--- config.mk ---
export PLATFORM = sky130hd
export DESIGN_NAME = panic_mat_cfg_arbiter
export DESIGN_NICKNAME = d
export VERILOG_FILES = /design/src/rtl/panic_mat_cfg_arbiter.sv
export SDC_FILE = /design/constraint.sdc
export NUM_CORES = 1
export LEC_CHECK = 0
export CAP_MARGIN = 40
export CORE_AREA = 2 2 336 338
export DETAILED_ROUTE_END_ITERATION = 8
export DIE_AREA = 0 0 338 340
export PLACE_DENSITY_LB_ADDON = 0.2
export SLEW_MARGIN = 0
export SYNTH_ARGS = -nofsm -noshare
export SYNTH_HDL_FRONTEND = slang
export SYNTH_SLANG_ARGS = --single-unit
export TNS_END_PERCENT = 30
--- constraint.sdc ---
create_clock -name clk -period 2.6 [get_ports clk]
set_input_delay 0.78 -clock clk [delete_from_list [all_inputs] [get_ports clk]]
set_output_delay 0.78 -clock clk [all_outputs]
set_load 0.02 [all_outputs]
--- src/rtl/panic_mat_cfg_arbiter.sv ---
// Round-robin arbiter that shares the PANIC MAT config port among NUM_REQ requesters.
// Optional per-requester write / hold statistics are enabled by PANIC_MAT_CFG_STATS_EN.
`ifndef MATCH_KEY_WIDTH
`define MATCH_KEY_WIDTH 32
`endif
`ifndef MAT_ADDR_WIDTH
`define MAT_ADDR_WIDTH 10
`endif

module panic_mat_cfg_arbiter #(
  parameter int NUM_REQ     = 4,
  parameter int KEY_WIDTH   = `MATCH_KEY_WIDTH,
  parameter int VALUE_WIDTH = 128,
  parameter int ADDR_WIDTH  = `MAT_ADDR_WIDTH,
  parameter int GAP_CYCLES  = 1,
  parameter int IDX_W       = $clog2(NUM_REQ)
) (
  input  logic                           clk,
  input  logic                           rst_n,
  input  logic [NUM_REQ-1:0]             s_req_valid,
  output logic [NUM_REQ-1:0]             s_req_ready,
  input  logic [NUM_REQ*KEY_WIDTH-1:0]   s_req_key,
  input  logic [NUM_REQ*VALUE_WIDTH-1:0] s_req_value,
  input  logic [NUM_REQ*ADDR_WIDTH-1:0]  s_req_addr,
  input  logic                           cfg_hold,
  output logic                           config_mat_en,
  output logic [KEY_WIDTH-1:0]           config_mat_key,
  output logic [VALUE_WIDTH-1:0]         config_mat_value,
  output logic [ADDR_WIDTH-1:0]          config_mat_addr,
  output logic                           busy,
  output logic [IDX_W-1:0]               last_grant
`ifdef PANIC_MAT_CFG_STATS_EN
  ,
  output logic [NUM_REQ*16-1:0]          stat_wr_cnt,
  output logic [31:0]                    stat_hold_cycles
`endif
);

  typedef enum logic [1:0] {ST_IDLE, ST_WRITE, ST_GAP} state_t;

  state_t                  state_q, state_d;
  logic [3:0]              gap_q, gap_d;
  logic [IDX_W-1:0]        ptr_q;
  logic [IDX_W-1:0]        last_grant_q;
  logic [KEY_WIDTH-1:0]    key_q;
  logic [VALUE_WIDTH-1:0]  value_q;
  logic [ADDR_WIDTH-1:0]   addr_q;

  logic [IDX_W-1:0]        cand_idx [NUM_REQ];
  logic [NUM_REQ-1:0]      cand_hit;
  logic [IDX_W-1:0]        grant_idx;
  logic                    grant_found;
  logic                    accept;

  // (base + off) mod NUM_REQ, valid for base, off < NUM_REQ
  function automatic logic [IDX_W-1:0] wrap_idx(input logic [IDX_W-1:0] base,
                                                input logic [IDX_W:0]   off);
    logic [IDX_W:0] sum;
    sum = {1'b0, base} + off;
    if (sum >= (IDX_W+1)'(NUM_REQ)) sum = sum - (IDX_W+1)'(NUM_REQ);
    return sum[IDX_W-1:0];
  endfunction

  // Candidate gi is the requester gi positions above the round-robin pointer.
  generate
    for (genvar gi = 0; gi < NUM_REQ; gi++) begin : g_cand
      assign cand_idx[gi] = wrap_idx(ptr_q, (IDX_W+1)'(gi));
      assign cand_hit[gi] = s_req_valid[cand_idx[gi]];
    end
  endgenerate

  always_comb begin
    grant_found = 1'b0;
    grant_idx   = '0;
    for (int k = NUM_REQ - 1; k >= 0; k--) begin
      if (cand_hit[k]) begin
        grant_found = 1'b1;
        grant_idx   = cand_idx[k];
      end
    end
  end

  assign accept = rst_n && (state_q == ST_IDLE) && !cfg_hold && grant_found;

  generate
    for (genvar gi = 0; gi < NUM_REQ; gi++) begin : g_ready
      assign s_req_ready[gi] = accept && (grant_idx == IDX_W'(gi));
    end
  endgenerate

  always_ff @(posedge clk) begin
    if (!rst_n) begin
      state_q <= ST_IDLE;
      gap_q   <= '0;
    end else begin
      state_q <= state_d;
      gap_q   <= gap_d;
    end
  end

  always_comb begin
    state_d = state_q;
    gap_d   = gap_q;
    unique case (state_q)
      ST_IDLE: begin
        if (accept) state_d = ST_WRITE;
      end
      ST_WRITE: begin
        if (GAP_CYCLES > 0) begin
          state_d = ST_GAP;
          gap_d   = 4'(GAP_CYCLES - 1);
        end else begin
          state_d = ST_IDLE;
        end
      end
      ST_GAP: begin
        if (gap_q == 4'd0) state_d = ST_IDLE;
        else               gap_d   = gap_q - 4'd1;
      end
      default: state_d = ST_IDLE;
    endcase
  end

  always_comb begin
    config_mat_en = (state_q == ST_WRITE);
    busy          = (state_q != ST_IDLE);
  end

  always_ff @(posedge clk) begin
    if (!rst_n) begin
      key_q        <= '0;
      value_q      <= '0;
      addr_q       <= '0;
      ptr_q        <= '0;
      last_grant_q <= '0;
    end else if (accept) begin
      key_q        <= s_req_key[grant_idx*KEY_WIDTH +: KEY_WIDTH];
      value_q      <= s_req_value[grant_idx*VALUE_WIDTH +: VALUE_WIDTH];
      addr_q       <= s_req_addr[grant_idx*ADDR_WIDTH +: ADDR_WIDTH];
      last_grant_q <= grant_idx;
      ptr_q        <= wrap_idx(grant_idx, (IDX_W+1)'(1));
    end
  end

  assign config_mat_key   = key_q;
  assign config_mat_value = value_q;
  assign config_mat_addr  = addr_q;
  assign last_grant       = last_grant_q;

`ifdef PANIC_MAT_CFG_STATS_EN
  logic [31:0] hold_cnt_q;

  // last_grant_q still names the owner of the pulse while in WRITE.
  generate
    for (genvar gi = 0; gi < NUM_REQ; gi++) begin : g_stat
      logic [15:0] wr_cnt_q;
      always_ff @(posedge clk) begin
        if (!rst_n) begin
          wr_cnt_q <= '0;
        end else if ((state_q == ST_WRITE) && (last_grant_q == IDX_W'(gi))
                     && (wr_cnt_q != 16'hFFFF)) begin
          wr_cnt_q <= wr_cnt_q + 16'd1;
        end
      end
      assign stat_wr_cnt[gi*16 +: 16] = wr_cnt_q;
    end
  endgenerate

  always_ff @(posedge clk) begin
    if (!rst_n) begin
      hold_cnt_q <= '0;
    end else if ((state_q == ST_IDLE) && cfg_hold && (|s_req_valid)) begin
      hold_cnt_q <= hold_cnt_q + 32'd1;
    end
  end

  assign stat_hold_cycles = hold_cnt_q;
`endif

endmodule

# ---- After elaboration in Yosys (flattened, before gate mapping)
# Index checks and enable logic that the tools add are counted.
dict set report classes {
  n_addsub 10
  mul 1
  order_cmp 9
  eq_ne 8
  shifts 3
  muxes 26
  reduce_logical 15
}
# op n
set op_table {}
lappend op_table {{$shiftx A512 B10 Y128} 1}
lappend op_table {{$shiftx A128 B8 Y32} 1}
lappend op_table {{$shiftx A40 B7 Y10} 1}
lappend op_table {{$mux W2} 11}
lappend op_table {{$ge A3 B3 Y1 const B} 4}
lappend op_table {{$lt A2 B3 Y1 const B} 4}
lappend op_table {{$sub A2 B1 Y2 const B} 5}
lappend op_table {{$bmux W1 S2} 4}
lappend op_table {{$mux W1} 8}
lappend op_table {{$pmux W4 S2} 1}
lappend op_table {{$logic_and A1 B1 Y1} 7}
lappend op_table {{$add A2 B1 Y3 const B} 2}
lappend op_table {{$add A2 B2 Y3 const B} 2}
lappend op_table {{$eq A2 B2 Y1 const B} 3}
lappend op_table {{$ne A2 B2 Y1 const B} 3}
lappend op_table {{$pmux W2 S3} 1}
lappend op_table {{$mul A2 B3 Y5 const B} 1}
lappend op_table {{$eq A2 B1 Y1 const B} 2}
lappend op_table {{$logic_not A2 Y1} 2}
lappend op_table {{$logic_not A4 Y1} 1}
lappend op_table {{$mux W4} 1}
lappend op_table {{$reduce_and A2 Y1} 2}
lappend op_table {{$reduce_bool A2 Y1} 2}
lappend op_table {{$sub A4 B1 Y4 const B} 1}
lappend op_table {{other kinds (2)} 2}
dict set report word_totals {
  regBits 180
  in_bits 687
  out_inout_bits 178
  word_cells 79
}

# ---- Logic depth before layout (Yosys ltp)
dict set report logic_depth {
  depth_word 12
  ltp_mapped 8
  mapped_depth_nobuf 7
}

# ---- Least setup slack after synthesis
# Ideal clock, no wire load.
dict set report synth_timing {
  path_type {in2out}
  startpoint {input port s_req_valid[0]}
  endpoint {output port s_req_ready[0]}
  arrival_ns 1.985
  required_ns 1.820
  slack_ns -0.165
  path_stages 7
  path_buffers 2
  path_cell_list {a21oi_1 > o21ai_1 > a21oi_2 > nand2b_1 > buf_2 > clkbuf_1 > nor2_1}
}
dict set report synth_between {
  elab_chain_cells 8
  word_cells_on_any_way 19
  classes_between {mux (16); reduce/logical (3)}
}
# item line
set synth_rtl {}
lappend synth_rtl {{start, declared} 20} ;# input logic [NUM_REQ-1:0] s_req_valid,
lappend synth_rtl {{$bmux W1 S2} 68} ;# assign cand_hit[gi] = s_req_valid[cand_idx[gi]];
lappend synth_rtl {{$mux W1 (implied by the code)} 68}
lappend synth_rtl {{$mux W2 or $mux W1 (tied branches) (4 in series)} 76} ;# if (cand_hit[k]) begin
lappend synth_rtl {{$logic_not A2 Y1 or $logic_and A1 B1 Y1 (tied branches)} {87, 83}}
lappend synth_rtl {{$logic_and A1 B1 Y1 *} 87} ;# assign s_req_ready[gi] = accept && (grant_idx == IDX_W'(gi));
lappend synth_rtl {{end, declared} 21} ;# output logic [NUM_REQ-1:0] s_req_ready,
# Every way passes the cells marked *; elsewhere a longest branch is shown, timed or not. The select of a mux whose other input is x is not followed.

# ---- Final worst setup path
dict set report layout_timing {
  startpoint {input port s_req_valid[2]}
  endpoint {output port s_req_ready[2]}
}
dict set report layout_between {
  elab_chain_cells 8
  word_cells_on_any_way 19
  classes_between {eq/ne (1); mux (16); reduce/logical (2)}
}
# item line
set layout_rtl {}
lappend layout_rtl {{$bmux W1 S2} 68}
lappend layout_rtl {{$mux W1 (implied by the code)} 68}
lappend layout_rtl {{$mux W2 or $mux W1 (tied branches) (4 in series)} 76}
lappend layout_rtl {{$eq A2 B2 Y1 or $logic_and A1 B1 Y1 (tied branches)} {87, 83}}
lappend layout_rtl {{$logic_and A1 B1 Y1 *} 87}
# Marked as above.

==> impl_metrics.ini <==
[drt]
dr.pass1.iters = 6
ant_nets = 0
wl_um = 74600
vias = 12000
wl_per_cell_um = 21.8
drt_iter0_drc = 370
vias_per_cell = 3.50
drcViolationCount = 0

[setup_path]
worst_setup_path_start_kind = primary input
crit_top_cell = buf_6
critPathKind = primary input to primary output
worstReg2RegEnd = config_mat_value[3]
worstPathArrival_ns = 1.87
r2r_slack_ns = 0.22
path_cells = buf_2 -> a22o_1 -> buf_6 -> a211oi_4 -> nor2_4 -> buf_6
cpMaxStageDelayCell = a211oi_4
cp-end-kind = primary output
path_max_fanout = 4
reg2reg_from = ptr_q[0]
critPathMaxStageDelay_ns = 0.36
cp.required_ns = 1.82
reg2reg_depth = 7

[sta]
post-route-period-util = 1.02
setup_viol = 4
rsz0062_at_grt = yes
setup_ws_ns = -0.0493
worst_pin_slew_ns = 0.814
fmax_ghz = 0.377
slew_headroom = 0.449
final_hold_viol_count = 0
finalMaxSlewViolations = 0
period_minus_slack_ns = 2.65
finClkSkew_ns = 0.0150

[pwr]
power_frac_seq = 0.311
clock_power_share = 0.278
power_density_mw_per_mm2 = 487
p_int_w = 0.00693
leakage_nw = 8.69
vdd_drop_max_uv = 471
p_sw_w = 0.00360
switching_share = 0.342
comb_power_share = 0.411
total_power_w = 0.0105

[floorplan]
rows = 123
io_pins = 865
die_area_mm2 = 0.115
start_util = 0.0910
coreArea_mm2 = 0.112
die_h_um = 340
die_width_um = 338

[finish]
final_cell_mix = clkdlybuf4s50_1, mux2i_1, dfxtp_1, nand2_1, o221ai_1
nets = 2586
drive_above_1_share = 0.0832
mostFrequentLayoutCell = clkdlybuf4s50_1
syn_to_final_growth_pct = 113
fin_util = 0.194
fin_area_mm2 = 0.0216
num-fill-cells = 12300

[clock_tree]
cts_buffers = 17
clkTransAtPathRegs_ns = 0.08
cts-root-buf = clkbuf_16
clk_path_buf_depth = 2
htree_num_levels = 4
cts_tree = done
hold_buffers = 0
clk_latency_ns = 0.50
cts_sinks = 180

[logic_synthesis]
ys_seq_area_frac = 0.355
syn_avg_cell_area_um2 = 10.0
ys_async_sr_fraction = 0
synth-seq-cells = 180
synthFlopType = dfxtp_1
yosys_warnings = 0
synth_area_leader_cell = dfxtp_1
synth_nets = 1702
syn_inst = 1014
yosys.area.top_type_share = 0.355
synth_area_leaders = dfxtp_1, mux2i_1, o221ai_1
syn-cell-area_mm2 = 0.0102
ys_types = 35
synth-edff-count = 0

[grt]
grt-ovfl-total = 0
grt_first_pass_wirelength_um = 99500
grt_use_total = 0.125
antenna_found_initial = 31
grt_pass1_vias = 13000
grt_max_degree = 85

[placement]
place_area_mm2 = 0.0209
io_buffers = 864
hpwl_um = 62700
gp_congestion = 0.794

[min_path]
hold_start = config_mat_value[6]
hold_end = config_mat_value[6]
hold_path_class = flip-flop to flip-flop
hold_depth = 2

[run_status]
status = complete, but fails checks
violations = setup timing

[job]
drv_cap = 0
==> worst max-delay path, delay by kind of cell <==
family / cells / cell delay, ns
simple gates: 1 / 0.05
compound gates: 2 / 0.63
buf+inv: 3 / 0.40
==> what timing repair did <==
item / 4_1_cts / 5_1_grt
setup buffers: 5 / 0
setup endpoints to repair: 125 / 7
resized for setup: 56 / 4
pin swaps: 5 / 7
==> per-stage QoR <==
stage,instances,TNS [ns],worst slack [ns],hold WS (ns)
6_report,3426,-0.103,-0.0493,0.464
5_1_grt,3419,-0.368,-0.120,0.484
4_1_cts,3411,-0.365,-0.101,0.470
3_5_place_dp,3374,-107.26,-0.937,0.447
3_3_place_gp,3374,-100.02,-0.891,0.445
2_1_floorplan,1014,-0.131,-0.0519,0.458
==> worst max path at each step <==
stage	startpoint	endpoint	slack (ns)	cells past startpoint
3_3_place_gp	s_req_valid[2]	config_mat_value[113]	-0.89	8
3_5_place_dp	s_req_valid[2]	config_mat_value[113]	-0.94	8
4_1_cts	state_q[0]	s_req_ready[2]	-0.10	6
2_1_floorplan	s_req_valid[2]	s_req_ready[1]	-0.05	5
5_1_grt	ptr_q[0]	s_req_ready[0]	-0.12	6
6_report	s_req_valid[2]	s_req_ready[2]	-0.05	6
==> registers in the layout (all words and copies together), names as in the netlist <==
signal / flops
ptr_q: 2
config_mat_key: 32
config_mat_addr: 10
state_q: 2
last_grant: 2
config_mat_value: 128
gap_q: 4
==> routing by layer <==
metal / GRT usage / wire [µm] / vias up
met5: 0 / 132 / -
met4: 0.0325 / 1060 / 22
met3: 0.0465 / 6280 / 69
met2: 0.231 / 39300 / 517
met1: 0.131 / 27800 / 5705
li1: - / - / 5667
==> kinds of logic after synthesis <==
| logic type | count (synthesis) | share of synthesized area |
|---|---|---|
| XOR/XNOR | 1 | 0.000863 |
| flip-flops | 180 | 0.355 |
| adder cells (fa/ha/maj) | 1 | 0.00123 |
| multiplexers | 342 | 0.337 |
| AO/OA/AOI/OAI | 188 | 0.159 |
| buffers and inverters | 102 | 0.0651 |
| AND/OR/NAND/NOR | 200 | 0.0823 |
==> cells in the mapped netlist (2+ instances only) <==
library cell	number
mux2i_1	342
dfxtp_1	180
nand2_1	171
o221ai_1	170
clkbuf_1	35
buf_6	33
buf_2	24
nor2_1	15
inv_1	7
a21oi_1	6
nand2b_1	4
inv_2	2
nor4_4	2
o21ai_0	2
==> power by group through the flow <==
| stage | logic, W | clock network (W) | registers [W] |
|---|---|---|---|
| finish | 0.00433 | 0.00293 | 0.00327 |
| global route | 0.00461 | 0.00319 | 0.00331 |
| CTS | 0.00441 | 0.00312 | 0.00328 |
| detailed placement | 0.00437 | 0 | 0.00333 |
| global placement | 0.00436 | 0 | 0.00333 |
| floorplan | 0.00160 | 0 | 0.00368 |
==> cell type report <==
cell class | instances | area (µm²) | area share
clock inverter | 14 | 169 | 0.00781
sequential | 180 | 3610 | 0.167
multi-input combinational | 732 | 5970 | 0.276
tap | 1500 | 1880 | 0.0868
antenna | 15 | 37.5 | 0.00174
inverter | 9 | 33.8 | 0.00156
clock buffer | 18 | 439 | 0.0203
timing repair buffer | 958 | 9480 | 0.439
(Power assumes the default switching activity.)
